--- src/rtl/lfsr_chk_pkg.sv ---
// lfsr_chk_pkg: shared state encoding, default thresholds and LFSR prediction for the PRBS checker
package lfsr_chk_pkg;
   typedef enum logic [1:0] {SEED = 2'd0, HUNT = 2'd1, LOCK = 2'd2} chk_state_e;
   localparam int DEF_LOCK_CNT = 16;
   localparam int DEF_WIN_LEN = 256;
   localparam int DEF_LOSS_THRESH = 4;
   function automatic logic lfsr_pred(input logic [31:0] h, input int n, input int t1, input int t2, input int t3);
      return ~(h[5'(n - 1)] ^ h[5'(t1 - 1)] ^ h[5'(t2 - 1)] ^ h[5'(t3 - 1)]);
   endfunction
endpackage

--- src/rtl/lfsr_chk_errwin.sv ---
// lfsr_chk_errwin: loss-of-lock detector tallying errors over fixed windows of checked bits
module lfsr_chk_errwin
   import lfsr_chk_pkg::*;
#(
   parameter int WIN_LEN = DEF_WIN_LEN,
   parameter int LOSS_THRESH = DEF_LOSS_THRESH
) (
   input  logic CLK,
   input  logic RST,
   input  logic active,
   input  logic step,
   input  logic hit,
   output logic loss
);
   localparam int WB = $clog2(WIN_LEN);
   localparam int EB = $clog2(LOSS_THRESH + 1);
   logic [WB-1:0] wbit;
   logic [EB-1:0] werr;
   logic wrap;
   assign wrap = wbit == WB'(WIN_LEN - 1);
   assign loss = step && hit && werr == EB'(LOSS_THRESH - 1);
   // window position and per-window error tally, held at zero outside lock
   always_ff @(posedge CLK or posedge RST)
      if (RST) begin
         wbit <= '0;
         werr <= '0;
      end else if (!active) begin
         wbit <= '0;
         werr <= '0;
      end else if (step) begin
         wbit <= wrap ? '0 : wbit + WB'(1);
         werr <= wrap ? '0 : werr + EB'(hit);
      end
endmodule

--- config.mk ---
export PLATFORM = sky130hd
export DESIGN_NAME = lfsr_chk_errwin
export DESIGN_NICKNAME = d
export VERILOG_FILES = /design/src/rtl/lfsr_chk_pkg.sv /design/src/rtl/lfsr_chk_errwin.sv
export SDC_FILE = /design/constraint.sdc
export NUM_CORES = 1
export LEC_CHECK = 0
export BUFFER_PORTS_ARGS = -buffer_cell sky130_fd_sc_hd__buf_2
export CAP_MARGIN = 20
export CELL_PAD_IN_SITES_DETAIL_PLACEMENT = 2
export CELL_PAD_IN_SITES_GLOBAL_PLACEMENT = 2
export CORE_MARGIN = 3
export CORE_UTILIZATION = 31
export CTS_CLUSTER_DIAMETER = 30
export DETAILED_ROUTE_END_ITERATION = 16
export HOLD_SLACK_MARGIN = 0.1
export PLACE_DENSITY = 0.73
export SETUP_SLACK_MARGIN = 0.2
export SLEW_MARGIN = 10
export SYNTH_ARGS = -nofsm -noshare
export SYNTH_HDL_FRONTEND = slang
export SYNTH_SLANG_ARGS = --single-unit
--- constraint.sdc ---
create_clock -name CLK -period 1.4 [get_ports CLK]
set_input_delay 0.07 -clock CLK [delete_from_list [all_inputs] [get_ports CLK]]
set_output_delay 0.07 -clock CLK [all_outputs]
set_load 0.02 [all_outputs]
==> results of run 1 <==
-- per-layer routing --
metal	part of all wire, %	vias up	GRT usage [%]
met5	0	-	0
met4	2.1	0	9.42
met3	1.5	3	2.67
met2	51	6	26.3
met1	46	283	20.1
li1	-	268	-
-- stage by stage --
| stage | TNS [ns] | cell area (um2) | worst slack (ns) | total power [mW] |
|---|---|---|---|---|
| after floorplan | 0 | 622 | 0.202 | 0.373 |
| after global placement | 0 | 672 | 0.0215 | 0.389 |
| after detailed placement | -0.0819 | 672 | -0.0242 | 0.391 |
| after CTS | 0 | 769 | 0.181 | 0.640 |
| after global routing | 0 | 779 | 0.0838 | 0.671 |
| final | 0 | 779 | 0.157 | 0.632 |
-- kinds of logic (layout without fill, tap and decap cells) --
family / count (synthesis) / after routing
xor gates and xnor gates: 2 / 2
and+or+nand+nor: 25 / 25
buffers and inverters: 5 / 17
DFF: 11 / 11
adders and majority gates: 3 / 3
AOI/OAI and AO/OA: 20 / 20
-- worst min-delay path by stage --
stage                     cells after the start   start                   to  slack (ns)
after floorplan                               1     RST  wbit[0]$_DFFE_PP0P_       -0.08
after global placement                        2     RST  werr[2]$_DFFE_PP0P_        0.09
after detailed placement                      2     RST  werr[2]$_DFFE_PP0P_        0.10
after CTS                                     3  active  wbit[4]$_DFFE_PP0P_        0.20
after global routing                          3  active  wbit[4]$_DFFE_PP0P_        0.24
final                                         3  active  wbit[4]$_DFFE_PP0P_        0.20
-- report_power, final --
group	switching (mW)	total (mW)	internal, mW
clock network	0.123	0.234	0.111
logic	0.0362	0.0654	0.0292
registers	0.00750	0.332	0.325
total	0.167	0.632	0.465
-- area by class of cell --
| type | instances | share of cell area [%] |
|---|---|---|
| tap | 25 | 4.01 |
| inverter | 2 | 0.963 |
| sequential | 11 | 35.3 |
| multi-input combinational | 50 | 46.2 |
| clock buffer | 4 | 3.37 |
| timing repair buffer | 11 | 10.1 |
-- cell usage in the layout, fill, tap and decap left out, types with 3 or more instances in the layout --
cell type / n
a21oi_1: 8
buf_2: 4
buf_4: 5
clkbuf_4: 3
dfrtp_1: 11
nand2_1: 3
nand2b_1: 5
nand4_1: 3
nor2_1: 3
o211ai_1: 3
-- worst max-delay path: stages, from the launching register on --
cell and delay [ns]:
dfrtp_1 0.41, ha_4 0.17, nand4_1 0.09, buf_6 0.16, o211ai_1 0.19, a21oi_1 0.10
-- sequential cells by signal, summed over array words and instances (netlist names) --
register,count
werr,3
wbit,8
-- timing repair --
action / CTS / global route
cloned: 0 / 0
hold buffers: 1 / 0
hold endpoints to repair: 11 / 0
endpoints found under the setup margin: 9 / 10
gates resized for setup: 9 / 1
pin swaps: 6 / 1
setup buffers: 3 / 1
==> metrics.txt, run 1 <==
CTS Buf Count=3; Routed Antenna Nets=0; CP Class=reg -> reg; Achievable Freq=a little over 800 MHz; worst setup path endpoint=wbit[1]$_DFFE_PP0P_; cell taking the most area after synthesis=dfrtp_1; Post-route DRC=0; Layout Cells excl Fill=103; RSZ-0062 raised after global routing=true; Synth Area in Simple Gates=between 20% and 30%; clk_skew=around 0.0025 ns; EDFF count, synth=0; WL per Instance=~16 um; Main synth FF type=dfrtp_1; synth cell count leaders=11 x dfrtp_1, 8 x a21oi_1, 5 x nand2b_1; status=completed; synth-to-layout area growth=25.9%; worst reg-to-reg path cell count=5; Worst Hold Class=in -> reg; Syn Area/Cell=around 9.4 um2; I/O pin cnt=6; Worst-Margin Slew=approximately 0.45 ns; GRT Total Usage=roughly 16%; Crit Reg-Reg Startpoint=wbit[0]$_DFFE_PP0P_; CP startpoint kind=flip-flop; xor and xnor area share after synthesis=under 10%; Fin Hold WS=roughly 0.20 ns; Crit. End Element=flip-flop; max-cap violations=0; Final Core Density=a little over two fifths; Yosys warnings=0; clock buffer depth=2; Clock Pin Slew Worst Setup and Hold Paths=0.08 ns; Crit Path Max Fanout=7; Cell Pwr Density=810 nW/um2; Port Buffers=5; initial antenna violation count=0; n_diodes=0; VDD IR max=approximately 0.32 mV; clock latency on the worst-skew pair=between 0.2 and 0.3 ns; share of cells above drive strength 1=28.2%; Tmin final=1.24 ns; GP Congestion=roughly 0.76; Critical Path Source=wbit[0]$_DFFE_PP0P_; fillers=213; Seq cells post-synth=11; global route overflow=0; R2R setup slack=roughly 0.16 ns; first-pass GRT wire length=slightly below 3 mm; vias in the first global route=about 620; FP Rows=15; Root Driver=clkbuf_4; Synth top area share=between 40% and 50%; die width=50.7 um; mapped cell area=619 um2; Sink Count=11; ys async rst share=100%; sequential share of the synthesized area=between 40% and 50%; pin count of the biggest net entering global routing=19; Multi-input gate area=approximately 360 um2; TritonRoute pass-1 iters=3; setup violators final=0; compound-cell area share of the yosys netlist=around a fifth; Mapped Cells=66; cell leakage power=about 0.32 nW; Netlist cell types=25; via density per instance=between 5 and 6; Rel. slew slack=between 60% and 70%; final worst path period share=slightly below 90%; H-tree depth=1; DRT Wirelength=~1.7 mm; die height=50.7 um; core area=~1800 um2; CTS tree=done; WP data arrival=around 1.4 ns; Post-Synth Adder-Cell Area=roughly 6.1%; Sequential cell area=approximately 280 um2; die area=between 2000 and 3000 um2; main combinational cell family by area after synthesis=simple AND/OR/NAND/NOR gates; DP Wirelength=roughly 1.1 mm; Net Count, Synth=74; required time of the critical path=approximately 1.6 ns; Final Hold Fails=0; Synth area leaders=dfrtp_1 44%, a21oi_1 6.5%, ha_1 6.1%, nand2b_1 5.1%, o211ai_1 3.6%; post-synthesis mux area share=0%; number of placed instances, taps included=94; via count=560; Initial Util=about a third; fin. max-slew vios=0; Worst R2R End=wbit[1]$_DFFE_PP0P_; most common cell in the synthesized netlist=dfrtp_1; fin nets=a little under 90; initial DRC count=3
(Power assumes the default switching activity.)
==> inputs of run 2 (changes only) <==
==> constraint.sdc (replaced) <==
create_clock -name CLK -period 1.02 [get_ports CLK]
set_input_delay 0.051 -clock CLK [delete_from_list [all_inputs] [get_ports CLK]]
set_output_delay 0.051 -clock CLK [all_outputs]
set_load 0.02 [all_outputs]
==> metrics.txt, run 2 (same netlist as run 1, synthesis figures left out) <==
CTS tree=done; Crit. End Element=flip-flop; CP startpoint kind=flip-flop; WP depth=6 (+1); Cell Pwr Density=975 nW/um2 (+20%); GRT Total Usage=18.5% (+2.3 points); Worst Hold Class=in -> reg; clk_skew=0.00274 ns (+0.000292 ns); clock buffer depth=2 (unchanged); Largest register FFs=8 (unchanged); pin count of the biggest net entering global routing=12 (-7); DP Wirelength=1.36 mm (+27%); Top reg by flops=wbit; Worst-Margin Slew=0.473 ns (+0.0233 ns); WL per Instance=19.5 um (+19%); top flop regs=wbit: 8 flops, werr: 3 flops; TritonRoute pass-1 iters=2 (-1); n_diodes=0 (unchanged); met1 WL=1.00 mm (+30%); first-pass GRT wire length=3.43 mm (+15%); cell leakage power=0.395 nW (+25%); final worst path period share=125% (+36 points); GP Congestion=0.736 (-3.4%); fin. max-slew vios=0 (unchanged); required time of the critical path=1.19 ns (-0.36 ns); fillers=204 (-4.2%); DR WL met3=38 um (+46%); RSZ-0062 raised after global routing=true; initial antenna violation count=0 (unchanged); Port Buffers=5 (unchanged); setup violators final=12 (+12); Final Worst Setup Slack=-0.251 ns (-0.407 ns); number of placed instances, taps included=105 (+12%); Root Driver=clkbuf_4; vias in the first global route=684 (+11%); Sink Count=11 (unchanged); VDD IR max=0.813 mV (+160%); failing checks=negative setup slack; clock latency on the worst-skew pair=0.29 ns (about the same); Layout Cells excl Fill=115 (+12%); Clock Pin Slew Worst Setup and Hold Paths=0.09 ns (about the same); share of cells above drive strength 1=51.1% (+23 points); Achievable Freq=787 MHz (-2.1%); top sig layer=met4; core area=1800 um2 (unchanged); Rel. slew slack=68.4% (-1.6 points); DRT Wirelength=2.24 mm (+32%); slowest stage delay, CP=0.42 ns (about the same); design area=951 um2 (+22%); Initial Util=34.4% (unchanged); worst reg-to-reg path cell count=6 (+1); via count=619 (+11%); Post-route DRC=0 (unchanged); I/O pin cnt=6 (unchanged); synth-to-layout area growth=53.5%; fin nets=99 (+14%); die area=2570 um2 (unchanged); die height=50.7 um (unchanged); Worst path slowest cell=dfrtp_1; FP Rows=15 (unchanged); via density per instance=5.38 (-1.0%); commonest non-fill, non-tap cell in the layout=buf_4; CP Class=reg -> reg; metal2 WL=1.17 mm (+37%); status=finished, violations left; commonest cells after routing, fill and taps aside=13 x buf_4, 10 x dfrtp_1, 7 x a21oi_1; cell family with most CP delay=flip-flops; Crit Path Max Fanout=4 (-3); Tmin final=1.27 ns (+0.0271 ns); Final Hold Fails=0 (unchanged); CTS Buf Count=3 (unchanged); WP data arrival=1.44 ns (+0.05 ns); hold path cells=3 (unchanged); die width=50.7 um (unchanged); worst path bufs/invs=2 (+1); max-cap violations=0 (unchanged); Routed Antenna Nets=0 (unchanged); initial DRC count=1 (-2); Sequential cell area=277 um2 (+0.45%); worst-path cell chain=ha_4, buf_4, buf_6, nand4_1, xor2_1, nor2_1; H-tree depth=1 (unchanged); Final Core Density=52.8% (+9.5 points); global route overflow=0 (unchanged); Multi-input gate area=424 um2 (+18%); Area after DPL=772 um2 (+15%)
[run 2: cell types whose count changed in the layout (fill, tap and decap cells not counted), sizes merged]
cell / before / now
clkbuf: 4 / 3
buf: 10 / 22
clkinv: 0 / 1
[run 2: per-layer routing]
| metal | global-route usage, % | up-vias |
|---|---|---|
| met5 | 0 | - |
| met4 | 5.38 | 0 |
| li1 | - | 294 |
| met2 | 34.1 | 6 |
| met3 | 3.86 | 4 |
| met1 | 21.3 | 315 |
[run 2: worst paths after layout]
check | to | startpoint | slack (ns)
worst min register to register | werr[2]$_DFFE_PP0P_ | werr[2]$_DFFE_PP0P_ | 0.59
worst max register to register | wbit[4]$_DFFE_PP0P_ | wbit[1]$_DFFE_PP0P_ | -0.25
worst min-delay path | werr[0]$_DFFE_PP0P_ | step | 0.13
max in group asynchronous | wbit[2]$_DFFE_PP0P_ | RST | 0.36
worst max-delay path | wbit[4]$_DFFE_PP0P_ | wbit[1]$_DFFE_PP0P_ | -0.25
min in group asynchronous | wbit[7]$_DFFE_PP0P_ | RST | 0.31
[run 2: stage by stage]
step           power (mW)  TNS (ns)  setup slack, ns  hold WS (ns)
3_5_place_dp        0.564     -2.52           -0.402         0.103
4_1_cts             0.904     -2.01           -0.233         0.130
3_3_place_gp        0.559     -2.08           -0.275        0.0845
6_report            0.927     -2.56           -0.251         0.130
2_1_floorplan       0.516     -1.09           -0.165       -0.0966
5_1_grt             0.953     -3.44           -0.342         0.137
[run 2: final cells by class]
type | count | share of cell area (%)
Tap cell | 25 | 3.29
Multi-Input combinational cell | 50 | 44.6
Inverter | 2 | 0.789
Timing Repair Buffer | 23 | 19.3
Sequential cell | 11 | 29.1
Clock inverter | 1 | 0.526
Clock buffer | 3 | 2.37
[run 2: repair_timing]
item	CTS	global route
setup endpoints to repair	12	12
hold buffers	1	0
hold endpoints to repair	11	0
gates resized for setup	13	12
pin swaps	5	8
buffers inserted	1	4
[run 2: worst reg2reg max path, cell delays in order (launching register included)]
cell and delay, ns:
dfrtp_1 0.42, ha_4 0.19, buf_4 0.13, buf_6 0.11, nand4_1 0.07, xor2_1 0.17
nor2_1 0.05
[run 2: power breakdown]
group	switching [mW]	internal, mW
registers	0.0105	0.446
clock network	0.195	0.146
logic	0.0681	0.0617
